## src/rtl/regfile_wb_arb.sv

```systemverilog
// ---------------------------------------------------------------------------
// regfile_wb_arb
//
// Purpose:
//   Arbitrates the single register-file write port between the ALU (one
//   request per cycle, held upstream when refused) and the mul/div unit,
//   whose results are buffered in a small FIFO. The ALU normally wins. A
//   buffered result that keeps losing is eventually forced through. When the
//   FIFO is empty and the ALU is not writing, a mul/div result bypasses the
//   FIFO. The write port is registered, so a grant in cycle N appears in
//   cycle N+1. Writes to x0 are consumed without asserting wen.
//
// Parameters:
//   FIFO_DEPTH    mul/div result buffer entries (power of 2, 2..8)
//   STARVE_LIMIT  cycles a buffered head may lose before it is forced
//
// Ports:
//   clk          clock, all state on rising edge
//   rst          synchronous active-high reset
//   alu_valid    ALU writeback request
//   alu_ready    ALU request accepted this cycle
//   alu_rd       ALU destination register
//   alu_data     ALU result
//   md_valid     mul/div result valid
//   md_ready     mul/div result accepted this cycle
//   md_rd        mul/div destination register
//   md_data      mul/div result
//   wen          register-file write enable (registered)
//   wsel         register-file write select (registered)
//   wdat         register-file write data (registered)
//   md_pending   FIFO holds at least one result
//   perf_collide (WB_PERF_CNT_EN only) cycles with ALU and mul/div contending
//   perf_force   (WB_PERF_CNT_EN only) forced FIFO-head grants
//
// Build option:
//   WB_PERF_CNT_EN  adds the two wrapping performance counters above.
// ---------------------------------------------------------------------------
module regfile_wb_arb #(
    parameter int FIFO_DEPTH   = 2,
    parameter int STARVE_LIMIT = 4
) (
    input  logic        clk,
    input  logic        rst,
    input  logic        alu_valid,
    output logic        alu_ready,
    input  logic [4:0]  alu_rd,
    input  logic [31:0] alu_data,
    input  logic        md_valid,
    output logic        md_ready,
    input  logic [4:0]  md_rd,
    input  logic [31:0] md_data,
    output logic        wen,
    output logic [4:0]  wsel,
    output logic [31:0] wdat,
    output logic        md_pending
`ifdef WB_PERF_CNT_EN
    ,
    output logic [31:0] perf_collide,
    output logic [31:0] perf_force
`endif
);

    localparam int PTR_W = (FIFO_DEPTH > 1) ? $clog2(FIFO_DEPTH) : 1;
    localparam int CNT_W = PTR_W + 1;
    localparam int STV_W = $clog2(STARVE_LIMIT + 1);

    localparam logic [CNT_W-1:0] CNT_FULL = CNT_W'(FIFO_DEPTH);
    localparam logic [CNT_W-1:0] CNT_ONE  = CNT_W'(1);
    localparam logic [PTR_W-1:0] PTR_ONE  = PTR_W'(1);
    localparam logic [STV_W-1:0] STV_MAX  = STV_W'(STARVE_LIMIT);
    localparam logic [STV_W-1:0] STV_ONE  = STV_W'(1);

    // FIFO storage and bookkeeping
    logic [4:0]       fifo_rd   [FIFO_DEPTH];
    logic [31:0]      fifo_data [FIFO_DEPTH];
    logic [PTR_W-1:0] wr_ptr;
    logic [PTR_W-1:0] rd_ptr;
    logic [CNT_W-1:0] count;
    logic [STV_W-1:0] starve;
    logic [STV_W-1:0] starve_nxt;

    logic fifo_empty;
    logic fifo_full;
    logic forced;
    logic alu_grant;
    logic head_grant;
    logic md_accept;
    logic bypass;
    logic push;
    logic pop;

    logic        g_valid;
    logic [4:0]  g_rd;
    logic [31:0] g_data;

    // -----------------------------------------------------------------------
    // Arbitration
    // -----------------------------------------------------------------------
    assign fifo_empty = (count == '0);
    assign fifo_full  = (count == CNT_FULL);

    // A head that has lost STARVE_LIMIT times in a row takes the port and
    // the ALU is refused for exactly that cycle; it retries the next cycle.
    assign forced     = !rst && !fifo_empty && (starve == STV_MAX);
    assign alu_ready  = !rst && !forced;
    assign alu_grant  = alu_valid && alu_ready;

    // The head wins whenever the ALU does not (forced implies no ALU grant).
    assign head_grant = !rst && !fifo_empty && !alu_grant;

    // A full FIFO can still take a result if the head leaves this cycle.
    assign md_ready   = !rst && (!fifo_full || head_grant);
    assign md_accept  = md_valid && md_ready;

    // Empty FIFO and idle port: send the mul/div result straight through.
    assign bypass     = fifo_empty && md_accept && !alu_grant;
    assign push       = md_accept && !bypass;
    assign pop        = head_grant;

    assign md_pending = !fifo_empty;

    always_comb begin
        g_valid = 1'b0;
        g_rd    = '0;
        g_data  = '0;
        if (head_grant) begin
            g_valid = 1'b1;
            g_rd    = fifo_rd[rd_ptr];
            g_data  = fifo_data[rd_ptr];
        end else if (alu_grant) begin
            g_valid = 1'b1;
            g_rd    = alu_rd;
            g_data  = alu_data;
        end else if (bypass) begin
            g_valid = 1'b1;
            g_rd    = md_rd;
            g_data  = md_data;
        end
    end

    // Starvation: only a head that actually lost to the ALU counts up.
    always_comb begin
        starve_nxt = starve;
        if (fifo_empty || head_grant) begin
            starve_nxt = '0;
        end else if (alu_grant && (starve != STV_MAX)) begin
            starve_nxt = starve + STV_ONE;
        end
    end

    // -----------------------------------------------------------------------
    // State
    // -----------------------------------------------------------------------
    always_ff @(posedge clk) begin
        if (rst) begin
            wen    <= 1'b0;
            wsel   <= '0;
            wdat   <= '0;
            count  <= '0;
            wr_ptr <= '0;
            rd_ptr <= '0;
            starve <= '0;
        end else begin
            // x0 grants are consumed but never reach the register file.
            wen <= g_valid && (g_rd != 5'd0);
            if (g_valid) begin
                wsel <= g_rd;
                wdat <= g_data;
            end

            if (push) begin
                wr_ptr <= wr_ptr + PTR_ONE;
            end
            if (pop) begin
                rd_ptr <= rd_ptr + PTR_ONE;
            end

            case ({push, pop})
                2'b10:   count <= count + CNT_ONE;
                2'b01:   count <= count - CNT_ONE;
                default: count <= count;
            endcase

            starve <= starve_nxt;
        end
    end

    // Payload storage needs no reset; occupancy decides what is valid.
    always_ff @(posedge clk) begin
        if (push) begin
            fifo_rd[wr_ptr]   <= md_rd;
            fifo_data[wr_ptr] <= md_data;
        end
    end

`ifdef WB_PERF_CNT_EN
    always_ff @(posedge clk) begin
        if (rst) begin
            perf_collide <= '0;
            perf_force   <= '0;
        end else begin
            if (alu_valid && (!fifo_empty || md_valid)) begin
                perf_collide <= perf_collide + 32'd1;
            end
            if (forced) begin
                perf_force <= perf_force + 32'd1;
            end
        end
    end
`else
    // Performance counters are not built in this configuration.
`endif

endmodule

```

## config.mk

```make
export PLATFORM = sky130hd
export DESIGN_NAME = regfile_wb_arb
export DESIGN_NICKNAME = d
export VERILOG_FILES = /design/src/rtl/regfile_wb_arb.sv
export SDC_FILE = /design/constraint.sdc
export NUM_CORES = 1
export LEC_CHECK = 0
export ABC_AREA = 1
export BUFFER_PORTS_ARGS = -buffer_cell sky130_fd_sc_hd__buf_2
export CAP_MARGIN = 10
export CORE_MARGIN = 8
export CORE_UTILIZATION = 49
export CTS_CLUSTER_SIZE = 20
export DETAILED_ROUTE_END_ITERATION = 10
export GPL_TIMING_DRIVEN = 0
export PLACE_DENSITY = 0.76
export SYNTH_ARGS = -nofsm -noshare
export SYNTH_HDL_FRONTEND = slang
export SYNTH_SLANG_ARGS = --single-unit
```

## constraint.sdc

```tcl
create_clock -name clk -period 3 [get_ports clk]
set_input_delay 0.15 -clock clk [delete_from_list [all_inputs] [get_ports clk]]
set_output_delay 0.15 -clock clk [all_outputs]
set_load 0.02 [all_outputs]
```

==> flow_metrics.env <==
export IMPL_status="finished, final reports clean"
export IMPL_overflow=0
export IMPL_numPortBuffers=117
export IMPL_fin_area_mm2=0.007408
export IMPL_drive_above_1_share=0.2338
export IMPL_power_frac_clock=0.407
export IMPL_initial_core_util=0.4968
export IMPL_grt_max_degree=26
export IMPL_initialDrtViolationCount=396
export IMPL_cts_hold_buf=74
export IMPL_endpoint="wen$_SDFF_PP0_"
export IMPL_drt_total_wl_um=15500
export IMPL_worstPathArrival_ns=3.19
export IMPL_synth_seq_cells=120
export IMPL_finish_utilization=0.6925
export IMPL_cap_violations=0
export IMPL_rr_worst_depth=13
export IMPL_avgSynthCellArea_um2=9.180
export IMPL_first_pass_iters=6
export IMPL_yosysSeqAreaShare=0.5913
export IMPL_finClkSkew_ns=0.007749
export IMPL_critPathLaunchType="flop"
export IMPL_cts_setup_buffers=0
export IMPL_clk_pin_slew_worst_paths_ns=0.06
export IMPL_grt_pass1_wl_um=24850
export IMPL_tightestPinTransition_ns=0.5815
export IMPL_rows=38
export IMPL_ctsResizeCount=0
export IMPL_numCtsBuffers=17
export IMPL_drc_errors=0
export IMPL_cts_buffer_depth=2
export IMPL_insertion_delay_ns=0.53
export IMPL_place_ws_ns=0.6628
export IMPL_die_x_um=120.2
export IMPL_crit_path_end_kind="flop"
export IMPL_die_h_um=120.2
export IMPL_dieArea_mm2=0.01444
export IMPL_hold_viol=0
export IMPL_layout_nets=872
export IMPL_rsz0062_at_grt="no"
export IMPL_drtAntennaViolNets=0
export IMPL_synth_cell_type_count=27
export IMPL_seqPwrFrac=0.424
export IMPL_via_per_inst=5.182
export IMPL_r2r_slack_ns=0.22
export IMPL_critPathKind="reg2reg"
export IMPL_grtUsageTotal=0.2199
export IMPL_h_tree_depth=4
export IMPL_synthesis_area_mm2=0.005315
export IMPL_maxSlewHeadroom=0.6114
export IMPL_vias=4892
export IMPL_routabilityCongestion=0.8073
export IMPL_startpoint="starve[0]$_SDFFE_PP0P_"
export IMPL_intPower_uw=3263
export IMPL_finalWorstSetupSlack_ns=0.2208
export IMPL_fmax_ghz=0.3598
export IMPL_synth_enable_flop_cells=74
export IMPL_setup_viol=0
export IMPL_r2r_start="starve[0]$_SDFFE_PP0P_"
export IMPL_layout_commonest_cell="nand2_1"
export IMPL_layout_min_cycle_time_ns=2.779
export IMPL_root_buffer="clkbuf_8"
export IMPL_cellLeakagePower_uw=0.003368
export IMPL_synth_async_sr_flop_share=0
export IMPL_rr_endpoint="wen$_SDFF_PP0_"
export IMPL_critPathMaxFanout=10
export IMPL_slew_violations=0
export IMPL_io_pins=119
export IMPL_grt_pass1_vias=5049
export IMPL_comb_power_share=0.169
export IMPL_ir_drop_v=0.0003006
export IMPL_syn_num_nets=660
export IMPL_cts_num_sinks=120
export IMPL_area_growth_pct=39.38
export IMPL_synth_warnings=0
export IMPL_antenna_found_initial=0
export IMPL_ys_flop_type="edfxtp_1"
export IMPL_cp_data_required_time_ns=3.41
export IMPL_fin_crit_sh=0.9264
export IMPL_antenna_cells=0
export IMPL_core_area_mm2=0.01070
export IMPL_post_place_cells=838
export IMPL_power_density_mw_per_mm2=602.1
export IMPL_hp_class="in2reg"
export IMPL_switching_share=0.2686
export IMPL_hpwl_um=10020
export IMPL_mostFrequentLayoutCells="148 x nand2_1, 132 x buf_2, 78 x nand3_1"
export IMPL_wire_per_inst_um=16.42
export IMPL_dpl_cell_area_mm2=0.006131
export IMPL_tritoncts="done"
export IMPL_final_instance_count_excl_fill=944
export IMPL_syn_inst=579
export IMPL_power_switching_uw=1198
[state kept, by name, summed over array words and instances, names as in the netlist, named ones only]
signal     count
fifo_rd       10
wen            1
wdat          32
wr_ptr         1
wsel           5
count          2
starve         3
fifo_data     64
rd_ptr         1
[layout make-up]
| class | instances | area [um2] |
|---|---|---|
| fill | 825 | 3289 |
| sequential | 120 | 3143 |
| multi-input combinational | 344 | 1680 |
| timing repair buffer | 193 | 1366 |
| clock buffer | 24 | 491.7 |
| inverter | 83 | 319.1 |
| buffer | 32 | 187.7 |
| tap | 140 | 175.2 |
| clock inverter | 8 | 45.04 |
[cell usage after synthesis, types with 3 or more instances]
cell type | n | share of area
nand2_1 | 148 | 0.10
clkbuf_1 | 4 | 0.0028
edfxtp_1 | 74 | 0.42
nor2_1 | 18 | 0.013
dfxtp_1 | 46 | 0.17
nand4_1 | 35 | 0.041
inv_1 | 75 | 0.053
buf_2 | 15 | 0.014
buf_6 | 6 | 0.013
o21ai_0 | 43 | 0.040
inv_2 | 5 | 0.0035
nand3_1 | 78 | 0.073
a21oi_1 | 7 | 0.0066
buf_1 | 6 | 0.0042
ha_1 | 3 | 0.0071
inv_4 | 3 | 0.0035
[worst max-delay path: stages, from the launching register on]
cell           delay (ns)
dfxtp_1              0.36
inv_1                0.08
ha_1                 0.20
nand2_1              0.10
inv_2                0.07
nand2_4              0.11
nand3_4              0.12
buf_6                0.18
nand3_1              0.07
nand3_1              0.09
nor2_1               0.11
dlygate4sd3_1        0.56
nand3_1              0.07
dlygate4sd3_1        0.56
[power groups by stage]
stage | registers [uW] | clock network, uW | logic (uW)
after floorplan | 1990 | 0 | 346
after global placement | 1920 | 0 | 639
after detailed placement | 1920 | 0 | 663
after CTS | 1890 | 1840 | 747
after global routing | 1900 | 1920 | 825
final | 1890 | 1820 | 752
[cell families after synthesis]
| group | count (synthesis) | share of synthesized area |
|---|---|---|
| fa+ha+maj | 3 | 0.007063 |
| flops | 120 | 0.5913 |
| simple gates | 287 | 0.2502 |
| compound gates | 52 | 0.05226 |
| xor+xnor | 1 | 0.001648 |
| mux | 1 | 0.002118 |
| buf+inv | 115 | 0.09534 |
[worst min path at each step]
| stage | endpoint | from | cells past startpoint | slack [ns] |
|---|---|---|---|---|
| floorplan | fifo_data[0][0]$_DFFE_PP_ | md_data[0] | 0 | 0.25 |
| global placement | fifo_data[0][10]$_DFFE_PP_ | md_data[10] | 1 | 0.35 |
| detailed placement | fifo_data[0][16]$_DFFE_PP_ | md_data[16] | 1 | 0.36 |
| CTS | wsel[3]$_SDFFE_PP0P_ | alu_rd[3] | 5 | 0.006 |
| global route | wsel[3]$_SDFFE_PP0P_ | alu_rd[3] | 5 | 0.04 |
| finish | wsel[3]$_SDFFE_PP0P_ | alu_rd[3] | 5 | 0.02 |
[routing by layer]
metal  vias to the layer above  global-route usage  part of all wire
met5                         -                   0                 0
met4                         0              0.1038             0.024
met3                        32             0.07186             0.075
met2                       206              0.3660              0.49
met1                      2295              0.2521              0.41
li1                       2359                   -                 -
[stage by stage]
stage | hold WS (ns) | power (uW) | TNS, ns
after global routing | 0.04444 | 4643 | 0
after detailed placement | 0.3600 | 2584 | 0
after floorplan | 0.2489 | 2334 | 0
final | 0.01875 | 4461 | 0
after global placement | 0.3533 | 2558 | -45.06
after CTS | 0.006322 | 4473 | 0
Note: power is estimated with default switching activity, not from simulation.
